**src/rtl/eka_uart_tx_mmio.sv**
```systemverilog
// Memory-mapped UART transmitter: TX FIFO plus 8N1 serializer (8E1 when UART_TX_PARITY_EN is defined).
// Register reads are combinational so the single-cycle core gets load data in the same cycle.
module eka_uart_tx_mmio #(
    parameter logic [31:0] BASE_ADDR   = 32'h8000_0000,
    parameter int unsigned FIFO_DEPTH  = 4,
    parameter logic [15:0] DEFAULT_DIV = 16'd868
) (
    input  logic        clk,
    input  logic        reset,
    input  logic [31:0] data_addr,
    input  logic [31:0] mem_wr_data,
    input  logic        mem_wr,
    input  logic        mem_rd,
    output logic [31:0] rd_data,
    output logic        rd_hit,
    output logic        tx
);
    localparam int unsigned PW = $clog2(FIFO_DEPTH);
    localparam int unsigned CW = PW + 1;
`ifdef UART_TX_PARITY_EN
    localparam logic PARITY_PRESENT = 1'b1;
`else
    localparam logic PARITY_PRESENT = 1'b0;
`endif

    typedef enum logic [2:0] {IDLE, START, DATA, PARITY, STOP} state_t;

    state_t      state_q, state_d;
    logic        tx_q, tx_d;
    logic [15:0] baud_q, baud_d;
    logic [15:0] frame_div_q, frame_div_d;
    logic [15:0] div_q, div_d;
    logic [2:0]  bit_q, bit_d;
    logic [7:0]  shift_q, shift_d;
    logic        par_q, par_d;
    logic        overflow_q, overflow_d;
    logic [PW-1:0] rptr_q, rptr_d, wptr_q, wptr_d;
    logic [CW-1:0] count_q, count_d;
    logic [7:0]  mem_q [FIFO_DEPTH];
    logic [7:0]  mem_d [FIFO_DEPTH];

    logic sel, wr_hit, push_req, push, pop, start_frame, fifo_full, fifo_empty;
    logic [7:0]  head;
    logic [31:0] status;
    logic unused_bits;

    assign unused_bits = ^{data_addr[1:0], mem_wr_data[31:16]};

    always_comb begin
        sel        = (data_addr[31:4] == BASE_ADDR[31:4]);
        rd_hit     = mem_rd & sel;
        wr_hit     = mem_wr & sel;
        push_req   = wr_hit && (data_addr[3:2] == 2'd0);
        fifo_full  = (count_q == CW'(FIFO_DEPTH));
        fifo_empty = (count_q == '0);
        head       = mem_q[rptr_q];
        tx         = tx_q;
        status     = {16'h0000, 8'(count_q), 3'b000, PARITY_PRESENT, overflow_q,
                      (state_q != IDLE), fifo_empty, fifo_full};
        rd_data    = '0;
        if (rd_hit) begin
            unique case (data_addr[3:2])
                2'd1:    rd_data = status;
                2'd2:    rd_data = {16'h0000, div_q};
                default: rd_data = '0;
            endcase
        end
    end

    // Serializer: a frame start (from IDLE or end of STOP) is handled once after the case.
    always_comb begin
        state_d     = state_q;
        tx_d        = tx_q;
        baud_d      = baud_q;
        frame_div_d = frame_div_q;
        bit_d       = bit_q;
        shift_d     = shift_q;
        par_d       = par_q;
        start_frame = 1'b0;
        unique case (state_q)
            IDLE: start_frame = !fifo_empty;
            default: begin
                if (baud_q != '0) begin
                    baud_d = baud_q - 16'd1;
                end else begin
                    baud_d = frame_div_q - 16'd1;
                    unique case (state_q)
                        START: begin
                            state_d = DATA;
                            tx_d    = shift_q[0];
                        end
                        DATA: begin
                            if (bit_q == 3'd7) begin
`ifdef UART_TX_PARITY_EN
                                state_d = PARITY;
                                tx_d    = par_q;
`else
                                state_d = STOP;
                                tx_d    = 1'b1;
`endif
                            end else begin
                                bit_d   = bit_q + 3'd1;
                                shift_d = shift_q >> 1;
                                tx_d    = shift_q[1];
                            end
                        end
                        PARITY: begin
                            state_d = STOP;
                            tx_d    = 1'b1;
                        end
                        default: begin
                            state_d     = IDLE;
                            start_frame = !fifo_empty;
                        end
                    endcase
                end
            end
        endcase
        pop = start_frame;
        if (start_frame) begin
            state_d     = START;
            tx_d        = 1'b0;
            shift_d     = head;
            par_d       = ^head;
            bit_d       = '0;
            frame_div_d = div_q;
            baud_d      = div_q - 16'd1;
        end
    end

    always_comb begin
        push       = push_req && (!fifo_full || pop);
        overflow_d = overflow_q;
        if (wr_hit && data_addr[3:2] == 2'd1 && mem_wr_data[3]) overflow_d = 1'b0;
        if (push_req && !push) overflow_d = 1'b1;
        div_d = div_q;
        if (wr_hit && data_addr[3:2] == 2'd2)
            div_d = (mem_wr_data[15:0] == '0) ? 16'd1 : mem_wr_data[15:0];
        mem_d = mem_q;
        if (push) mem_d[wptr_q] = mem_wr_data[7:0];
        wptr_d  = push ? wptr_q + 1'b1 : wptr_q;
        rptr_d  = pop  ? rptr_q + 1'b1 : rptr_q;
        count_d = count_q + CW'(push) - CW'(pop);
    end

    always_ff @(posedge clk) begin
        mem_q <= mem_d;
        if (reset) begin
            state_q     <= IDLE;
            tx_q        <= 1'b1;
            baud_q      <= '0;
            frame_div_q <= DEFAULT_DIV;
            div_q       <= DEFAULT_DIV;
            bit_q       <= '0;
            shift_q     <= '0;
            par_q       <= 1'b0;
            overflow_q  <= 1'b0;
            rptr_q      <= '0;
            wptr_q      <= '0;
            count_q     <= '0;
        end else begin
            state_q     <= state_d;
            tx_q        <= tx_d;
            baud_q      <= baud_d;
            frame_div_q <= frame_div_d;
            div_q       <= div_d;
            bit_q       <= bit_d;
            shift_q     <= shift_d;
            par_q       <= par_d;
            overflow_q  <= overflow_d;
            rptr_q      <= rptr_d;
            wptr_q      <= wptr_d;
            count_q     <= count_d;
        end
    end
endmodule

```
**config.mk**
```make
export PLATFORM = sky130hd
export DESIGN_NAME = eka_uart_tx_mmio
export DESIGN_NICKNAME = d
export VERILOG_FILES = /design/src/rtl/eka_uart_tx_mmio.sv
export SDC_FILE = /design/constraint.sdc
export NUM_CORES = 1
export LEC_CHECK = 0
export CORE_UTILIZATION = 35
export CTS_BUF_LIST = sky130_fd_sc_hd__clkbuf_8
export DETAILED_ROUTE_END_ITERATION = 6
export SLEW_MARGIN = 20
export SYNTH_ARGS = -nofsm -noshare
export SYNTH_HDL_FRONTEND = slang
export SYNTH_SLANG_ARGS = --single-unit
```
**constraint.sdc**
```tcl
create_clock -name clk -period 4.25 [get_ports clk]
set_input_delay 0.6375 -clock clk [delete_from_list [all_inputs] [get_ports clk]]
set_output_delay 0.6375 -clock clk [all_outputs]
set_load 0.03 [all_outputs]
```
-- After elaboration in Yosys (flattened, before gate mapping)
Index checks and enable logic that the tools add are counted.
- order comparisons: 3
- add/subtract/negate cells: 8
- eq/ne operators: 13
- bitwise logic cells: 7
- reductions and logical operators: 27
- muxes and demuxes: 32
- operator list (cell ; count):
    16-bit two-way mux ; 4
    8-bit two-way mux ; 8
    16-bit by 1-bit subtractor with 16-bit output (second input constant) ; 3
    32-bit bitwise mux ; 1
    32-bit two-way mux ; 1
    16-bit case mux with 2 select lines ; 1
    28-bit == test (second input constant) ; 1
    8-bit binary-select mux with 2-bit select ; 1
    8-bit demux with 2-bit select ; 1
    16-bit logical NOT ; 1
    16-bit nonzero test ; 1
    1-bit two-way mux ; 12
    3-bit case mux with 3 select lines ; 1
    3-bit AND reduction ; 3
    2-bit inequality test (second input constant) ; 4
    4-bit AND reduction ; 2
    1-bit logical AND ; 7
    3-bit by 2-bit == test with 1-bit output (second input constant) ; 2
    3-bit == test (second input constant) ; 2
    3-bit greater-or-equal comparator (second input constant) ; 2
    3-bit logical NOT ; 2
    2-bit NOT with 3-bit output ; 2
    2-bit by 1-bit adder with 2-bit output (second input constant) ; 2
    2-bit nonzero test ; 2
    19 further kinds ; 24
- output and inout bits: 34
- input bits: 68
- word-level logic and storage cells: 106
- register bits after elaboration: 103

-- Depth between registers and ports, before layout
Gate-level depths: netlist of the first run.
- depth after elaboration: 10
- mapped depth: 17
- depth with buffers taken out: 14

-- Least setup slack after synthesis of the first run
No wires, ideal clock.
- path kind: reg2reg
- start: reg baud_q[15]
- end: reg baud_q[14]
- period minus slack after synthesis: 4.002 ns
- arrival: 3.910 ns
- required time: 4.158 ns
- slack: 0.248 ns
- cell stages (with the launch flop): 17
- library setup time: 0.092 ns
- buffers on the path: 4
- path through: dfxtp_1 or4_4 nor4_4 a41oi_4 clkinv_2 buf_2 buf_2 buf_2 buf_2 o21a_1 ha_1 nand2_1 a311oi_1 and3_1 o21bai_4 o311a_1 nor4_1
- word-level cells in the longest chain between the ends: 4
- elaborated cells between the ends (all ways): 7
- classes of those cells: eq/ne: 1; mux: 5; reduce/logical: 1
- ends and longest elaborated chain (element ; line ; text):
    from (decl) ; 30 ; logic [15:0] baud_q, baud_d;
    from (signal assigned) ; 164 ; baud_q <= baud_d;
    16-bit nonzero test * ; 83 ; if (baud_q != '0) begin
    1-bit two-way mux * ; 83 ;
    1-bit two-way mux * ; 80 ; unique case (state_q)
    net pop ; 42 ; logic sel, wr_hit, push_req, push, pop, start_frame, fifo_full, fifo_empty;
    2-bit inequality test (no line) / 16-bit two-way mux (equally long branches) ; - ;
The timed path passes the listed nets; every way through them passes the cells marked *. The select of a mux whose other input is x is not followed.
A chain may end at the register's enable or synchronous reset.

-- Worst setup path after layout of the first run
- start: in data_addr[24]
- end: out rd_data[5]
- word-level cells in the longest chain between the ends: 3
- ends and longest elaborated chain (element ; line ; text):
    from (decl) ; 10 ; input logic [31:0] data_addr,
    28-bit == test ; 50 ; sel = (data_addr[31:4] == BASE_ADDR[31:4]);
    1-bit AND ; 51 ; rd_hit = mem_rd & sel;
    32-bit two-way mux ; 61 ; if (rd_hit) begin
    to (decl) ; 14 ; output logic [31:0] rd_data,
Every way passes these cells.

==> flow_metrics.env, run 1 <==
export IMPL_status="finished, violations left"
export IMPL_failed_checks="DRC"
export IMPL_overflow=0
export IMPL_drv_slew=0
export IMPL_num_io_pins=102
export IMPL_async_flop_share=0
export IMPL_fin_area_mm2=0.00617
export IMPL_grt_total_usage=0.184
export IMPL_insertion_delay_ns=0.40
export IMPL_fillers=1401
export IMPL_wirelength_mm=13.1
export IMPL_final_common_cell="nor2_1"
export IMPL_clock_skew_ns=0.0132
export IMPL_grt_first_pass_wirelength_mm=21.3
export IMPL_die_w_um=124
export IMPL_max_clock_path_buffers=2
export IMPL_grt_pass1_vias=4158
export IMPL_via_count=4174
export IMPL_h_tree_depth=3
export IMPL_place_hpwl_mm=9.19
export IMPL_swShare=0.269
export IMPL_pwr_share_comb=0.068
export IMPL_start_kind="input port"
export IMPL_synth_area_mm2=0.00517
export IMPL_cts_tree="built"
export IMPL_postCtsResizedCells=0
export IMPL_peakVddDrop_v=0.000136
export IMPL_power_switching_uw=481
export IMPL_critPathMaxFanout=10
export IMPL_pwr_share_clk=0.367
export IMPL_grt_max_degree=53
export IMPL_worst_setup_path_type="in2out"
export IMPL_antenna_found_initial=0
export IMPL_fin_util=0.426
export IMPL_ys_seq_area_frac=0.460
export IMPL_pwr_share_seq=0.565
export IMPL_placed_area_mm2=0.00596
export IMPL_cts_buffers=9
export IMPL_drive_gt1_frac=0.0905
export IMPL_setup_viol=0
export IMPL_max_cap_viol_count=0
export IMPL_vias_per_cell=5.34
export IMPL_power_total_mw=1.79
export IMPL_post_cts_setup_buffers=0
export IMPL_rows=44
export IMPL_wire_per_inst_um=16.7
export IMPL_clk_pin_slew_ns=0.11
export IMPL_avgSynthCellArea_um2=9.65
export IMPL_hold_buffers=0
export IMPL_drcViolationCount=1
export IMPL_die_h_um=124
export IMPL_total_leakage_power_nw=2.22
export IMPL_worstPathRequired_ns=3.61
export IMPL_power_density_mw_per_mm2=291
export IMPL_core_mm2=0.0145
export IMPL_nets=673
export IMPL_finalNonFillerCells=781
export IMPL_gp_congestion=0.768
export IMPL_fin_crit_sh=0.861
export IMPL_synth_edf_count=32
export IMPL_die_area_mm2=0.0153
export IMPL_r2r_slack_ns=0.61
export IMPL_port_buffers=67
export IMPL_drtIter0Drc=248
export IMPL_synth_yosys_warnings=0
export IMPL_place_inst=765
export IMPL_post_synth_inst_count=536
export IMPL_syn_to_final_growth_pct=19.2
export IMPL_cts_num_sinks=103
export IMPL_post_route_min_period_ns=3.66
export IMPL_worst_pin_slew_ns=1.03
export IMPL_finalSetupTns_ns=0
export IMPL_hold_class="reg2reg"
export IMPL_start_util=0.357
export IMPL_antenna_cells=0
export IMPL_slew_headroom=0.316
export IMPL_max_freq_ghz=0.273
export IMPL_cts_root_buf="clkbuf_8"
export IMPL_drtAntennaViolNets=0
export IMPL_endpoint_kind="primary output"
export IMPL_drt_pass1_iter_count=6
export IMPL_rsz0062_at_grt="false"
export IMPL_ys_ff_latch=103
export IMPL_cp_arrival_ns=3.02
export IMPL_internal_power_mw=1.31
export IMPL_dominantRegCellSynth="dfxtp_1"
export IMPL_finalHoldViolations=0
export IMPL_layout_common_cells="nor2_1 (72), dfxtp_1 (71), clkdlybuf4s50_1 (66), nand2_1 (44), edfxtp_1 (32)"
export IMPL_ys_types=60
==> registers in the layout, indices dropped and copies added, names as in the netlist, 3 cells and up <==
register and count:
baud_q 16, bit_q 3, count_q 3, div_q 16, frame_div_q 16, mem_q 32, shift_q 8, state_q 3
==> worst paths after layout <==
kind	start	to	cells after the start
setup / recovery	data_addr[24]	rd_data[5]	8
hold / removal	frame_div_q[15]	frame_div_q[15]	2
hold reg to reg	frame_div_q[15]	frame_div_q[15]	2
setup reg to reg	baud_q[11]	baud_q[14]	12
==> through the flow <==
step	hold slack, ns	setup WS (ns)
5_1_grt	0.501	0.353
3_3_place_gp	0.446	0.609
2_1_floorplan	0.436	0.248
4_1_cts	0.468	0.592
6_report	0.466	0.589
3_5_place_dp	0.452	0.520
==> layer usage <==
layer	wire length (um)	GRT usage	part of all wire
met5	0	0	0
met4	152	0.0798	0.012
met3	675	0.0270	0.052
met2	6060	0.299	0.46
met1	6180	0.244	0.47
==> power groups by stage <==
| stage | clock network [mW] | logic, mW | registers (mW) |
|---|---|---|---|
| after floorplan | 0 | 0.0680 | 1.04 |
| final | 0.657 | 0.123 | 1.01 |
| after global routing | 0.703 | 0.133 | 1.01 |
| after detailed placement | 0 | 0.123 | 1.04 |
| after global placement | 0 | 0.120 | 1.04 |
| after CTS | 0.671 | 0.123 | 1.01 |
==> final cells by class <==
type                       instances  area, um^2  area share
tap                              184         230      0.0373
clock inverter                     7        86.3      0.0140
sequential                       103        2380       0.386
multi-input combinational        387        2550       0.414
inverter                          14        53.8     0.00872
clock buffer                       9         124      0.0201
timing repair buffer              77         741       0.120
==> cells by family after synthesis <==
group / Yosys count / synth area share
simple gates: 209 / 0.200
xor+xnor: 10 / 0.0169
compound gates: 106 / 0.148
flops: 103 / 0.460
buf+inv: 61 / 0.0573
mux: 33 / 0.0834
other cells: 1 / 0.000725
fa+ha+maj: 13 / 0.0329
==> synth_stat cells, types with 3 or more instances <==
library cell / n / area, um^2
nor2_1: 72 / 270
dfxtp_1: 71 / 1420
nand2_1: 44 / 165
edfxtp_1: 32 / 961
a21oi_1: 29 / 145
mux2i_1: 24 / 240
clkbuf_1: 23 / 86.3
nor3_1: 17 / 85.1
buf_4: 16 / 120
nor4_1: 15 / 93.8
inv_1: 13 / 48.8
ha_1: 12 / 150
and3_1: 11 / 68.8
or3_1: 11 / 68.8
a211oi_1: 10 / 75.1
and2_1: 10 / 62.6
o21ai_0: 10 / 50.1
a31oi_1: 9 / 56.3
a211o_1: 8 / 70.1
mux4_2: 8 / 180
a22oi_1: 6 / 45.0
nand3_1: 6 / 30.0
o221a_2: 6 / 67.6
xor2_1: 6 / 52.6
a311oi_1: 5 / 43.8
buf_2: 5 / 25.0
nor2b_1: 4 / 25.0
nor4b_1: 4 / 35.0
o21ai_1: 4 / 20.0
xnor2_1: 4 / 35.0
buf_1: 3 / 11.3
nand4_1: 3 / 18.8
o21a_1: 3 / 22.5
or2_2: 3 / 18.8
==> worst max-delay path: stages <==
cell	delay, ns
clkdlybuf4s50_1	0.41
nor4b_1	0.30
nand4_1	0.13
nor2_1	0.26
and2_1	0.23
buf_4	0.19
and3_1	0.19
clkdlybuf4s50_1	0.68
Note: power is estimated with default switching activity, not from simulation.
==> inputs of run 2 (changes only) <==
--- a/config.mk
+++ b/config.mk
@@ -5,6 +5,8 @@
 export SDC_FILE = /design/constraint.sdc
 export NUM_CORES = 1
 export LEC_CHECK = 0
+export CAP_MARGIN = 15
+export CORE_MARGIN = 2
 export CORE_UTILIZATION = 35
 export CTS_BUF_LIST = sky130_fd_sc_hd__clkbuf_8
 export DETAILED_ROUTE_END_ITERATION = 6
==> run 2 against run 1 <==
The run now ends clean. Clock skew is 0.00099 ns lower. First-iteration DRC count rose by 9.3%. Clock-buffer cell count is the same. Critical endpoint is now rd_data[7]. Highest routed layer unchanged.
==> flow_metrics.env, run 2 (synthesis gave the netlist of run 1 again) <==
export IMPL_seq_area_mm2=0.00238
export IMPL_rows=44
export IMPL_wire_per_inst_um=16.6
export IMPL_pwr_share_seq=0.567
export IMPL_layout_common_cells="nor2_1 (72), dfxtp_1 (71), clkdlybuf4s50_1 (66), nand2_1 (44), edfxtp_1 (32)"
export IMPL_syn_to_final_growth_pct=19.0
export IMPL_status="completed"
export IMPL_antenna_found_initial=0
export IMPL_postCtsResizedCells=0
export IMPL_worstPathRequired_ns=3.61
export IMPL_wirelength_mm=12.9
export IMPL_path_cells="clkdlybuf4s50_1 > nor4b_1 > nand4_1 > nor2_1 > and2_1 > buf_4 > and3_1 > clkdlybuf4s50_1"
export IMPL_grt_max_degree=49
export IMPL_path_buf_inv=3
export IMPL_hold_buffers=0
export IMPL_post_cts_setup_buffers=0
export IMPL_max_freq_ghz=0.274
export IMPL_num_io_pins=102
export IMPL_port_buffers=67
export IMPL_pwr_share_comb=0.069
export IMPL_worst_pin_slew_ns=0.950
export IMPL_die_h_um=126
export IMPL_drive_gt1_frac=0.0872
export IMPL_start_util=0.357
export IMPL_power_switching_uw=437
export IMPL_total_leakage_power_nw=2.22
export IMPL_vias_per_cell=5.37
export IMPL_endpoint_kind="primary output"
export IMPL_insertion_delay_ns=0.38
export IMPL_antenna_cells=0
export IMPL_placed_area_mm2=0.00595
export IMPL_cts_buffers=9
export IMPL_grt_first_pass_wirelength_mm=21.5
export IMPL_max_clock_path_buffers=2
export IMPL_slowest_stage="clkdlybuf4s50_1"
export IMPL_top_register="mem_q"
export IMPL_peakVddDrop_v=0.000150
export IMPL_place_hpwl_mm=9.11
export IMPL_fin_area_mm2=0.00615
export IMPL_die_area_mm2=0.0158
export IMPL_cts_num_sinks=103
export IMPL_drv_slew=0
export IMPL_clock_skew_ns=0.0122
export IMPL_cts_tree="built"
export IMPL_critPathMaxFanout=10
export IMPL_power_density_mw_per_mm2=290
export IMPL_overflow=0
export IMPL_nets=672
export IMPL_drtAntennaViolNets=0
export IMPL_grt_total_usage=0.168
export IMPL_post_route_min_period_ns=3.65
export IMPL_finalHoldViolations=0
export IMPL_clk_pin_slew_ns=0.10
export IMPL_slew_headroom=0.366
export IMPL_fillers=1406
export IMPL_multi_input_area_mm2=0.00255
export IMPL_via_count=4185
export IMPL_rsz0062_at_grt="false"
export IMPL_pwr_share_clk=0.364
export IMPL_core_mm2=0.0145
export IMPL_die_w_um=126
export IMPL_crit_top_cell="clkdlybuf4s50_1"
export IMPL_gp_congestion=0.803
export IMPL_start_kind="input port"
export IMPL_busiest_layer="met2"
export IMPL_fin_crit_sh=0.858
export IMPL_max_stage_delay_ns=0.68
export IMPL_grtUsageMet1=0.235
export IMPL_met2_usage=0.266
export IMPL_cp_arrival_ns=3.01
export IMPL_drt_pass1_iter_count=5
export IMPL_h_tree_depth=3
export IMPL_drcViolationCount=0
export IMPL_largest_reg_flops=32
export IMPL_finalSetupTns_ns=0
export IMPL_globalRouteMet3Util=0.0235
export IMPL_grt_pass1_vias=4163
export IMPL_worst_setup_path_type="in2out"
export IMPL_cts_root_buf="clkbuf_8"
export IMPL_hold_class="reg2reg"
export IMPL_swShare=0.245
export IMPL_drtIter0Drc=271
export IMPL_final_common_cell="nor2_1"
export IMPL_internal_power_mw=1.35
export IMPL_max_cap_viol_count=0
export IMPL_path_delay_family="buffers and inverters"
export IMPL_setup_viol=0
run 2: per-layer routing:
metal | share of wire | routed length [um]
met1 | 0.47 | 6120
met2 | 0.46 | 6010
met3 | 0.050 | 643
met4 | 0.013 | 165
met5 | 0 | 0
run 2: worst reg2reg max path: stages, from the launching register on:
cell	delay, ns
dfxtp_1	0.35
or4_4	0.56
nor4_4	0.36
buf_4	0.32
nand3_1	0.11
nand4_1	0.14
nor3b_2	0.25
inv_1	0.07
ha_1	0.29
inv_1	0.06
ha_1	0.13
inv_1	0.05
fa_1	0.37
xor2_1	0.17
xnor2_1	0.13
nor2_1	0.05
run 2: worst paths after layout:
| check | startpoint | end | slack (ns) | depth (start not counted) |
|---|---|---|---|---|
| worst min-delay path | frame_div_q[14] | frame_div_q[14] | 0.46 | 2 |
| worst max-delay path | data_addr[24] | rd_data[7] | 0.60 | 8 |
| worst max register to register | baud_q[15] | count_q[2] | 0.71 | 15 |
| worst min register to register | frame_div_q[14] | frame_div_q[14] | 0.46 | 2 |
run 2: cell type report:
type / count / share of cell area
Timing Repair Buffer: 76 / 0.119
Tap cell: 184 / 0.0374
Inverter: 14 / 0.00874
Sequential cell: 103 / 0.387
Clock buffer: 9 / 0.0201
Clock inverter: 7 / 0.0130
Multi-Input combinational cell: 387 / 0.415
run 2: per-stage QoR:
step,cells,util,hold WS (ns),power [mW],setup WS [ns]
floorplan,551,-,0.436,1.10,0.248
global placement,764,0.411,0.446,1.16,0.618
detailed placement,764,0.411,0.448,1.16,0.559
CTS,780,0.425,0.463,1.80,0.578
global route,780,0.425,0.485,1.85,0.423
finish,780,0.425,0.465,1.79,0.604
run 2: power groups by stage:
stage               Sequential [mW]  Clock (mW)  Combinational (mW)
global route                   1.01       0.700               0.133
detailed placement             1.04           0               0.123
CTS                            1.01       0.662               0.123
floorplan                      1.04           0              0.0680
finish                         1.01       0.650               0.123
global placement               1.04           0               0.121
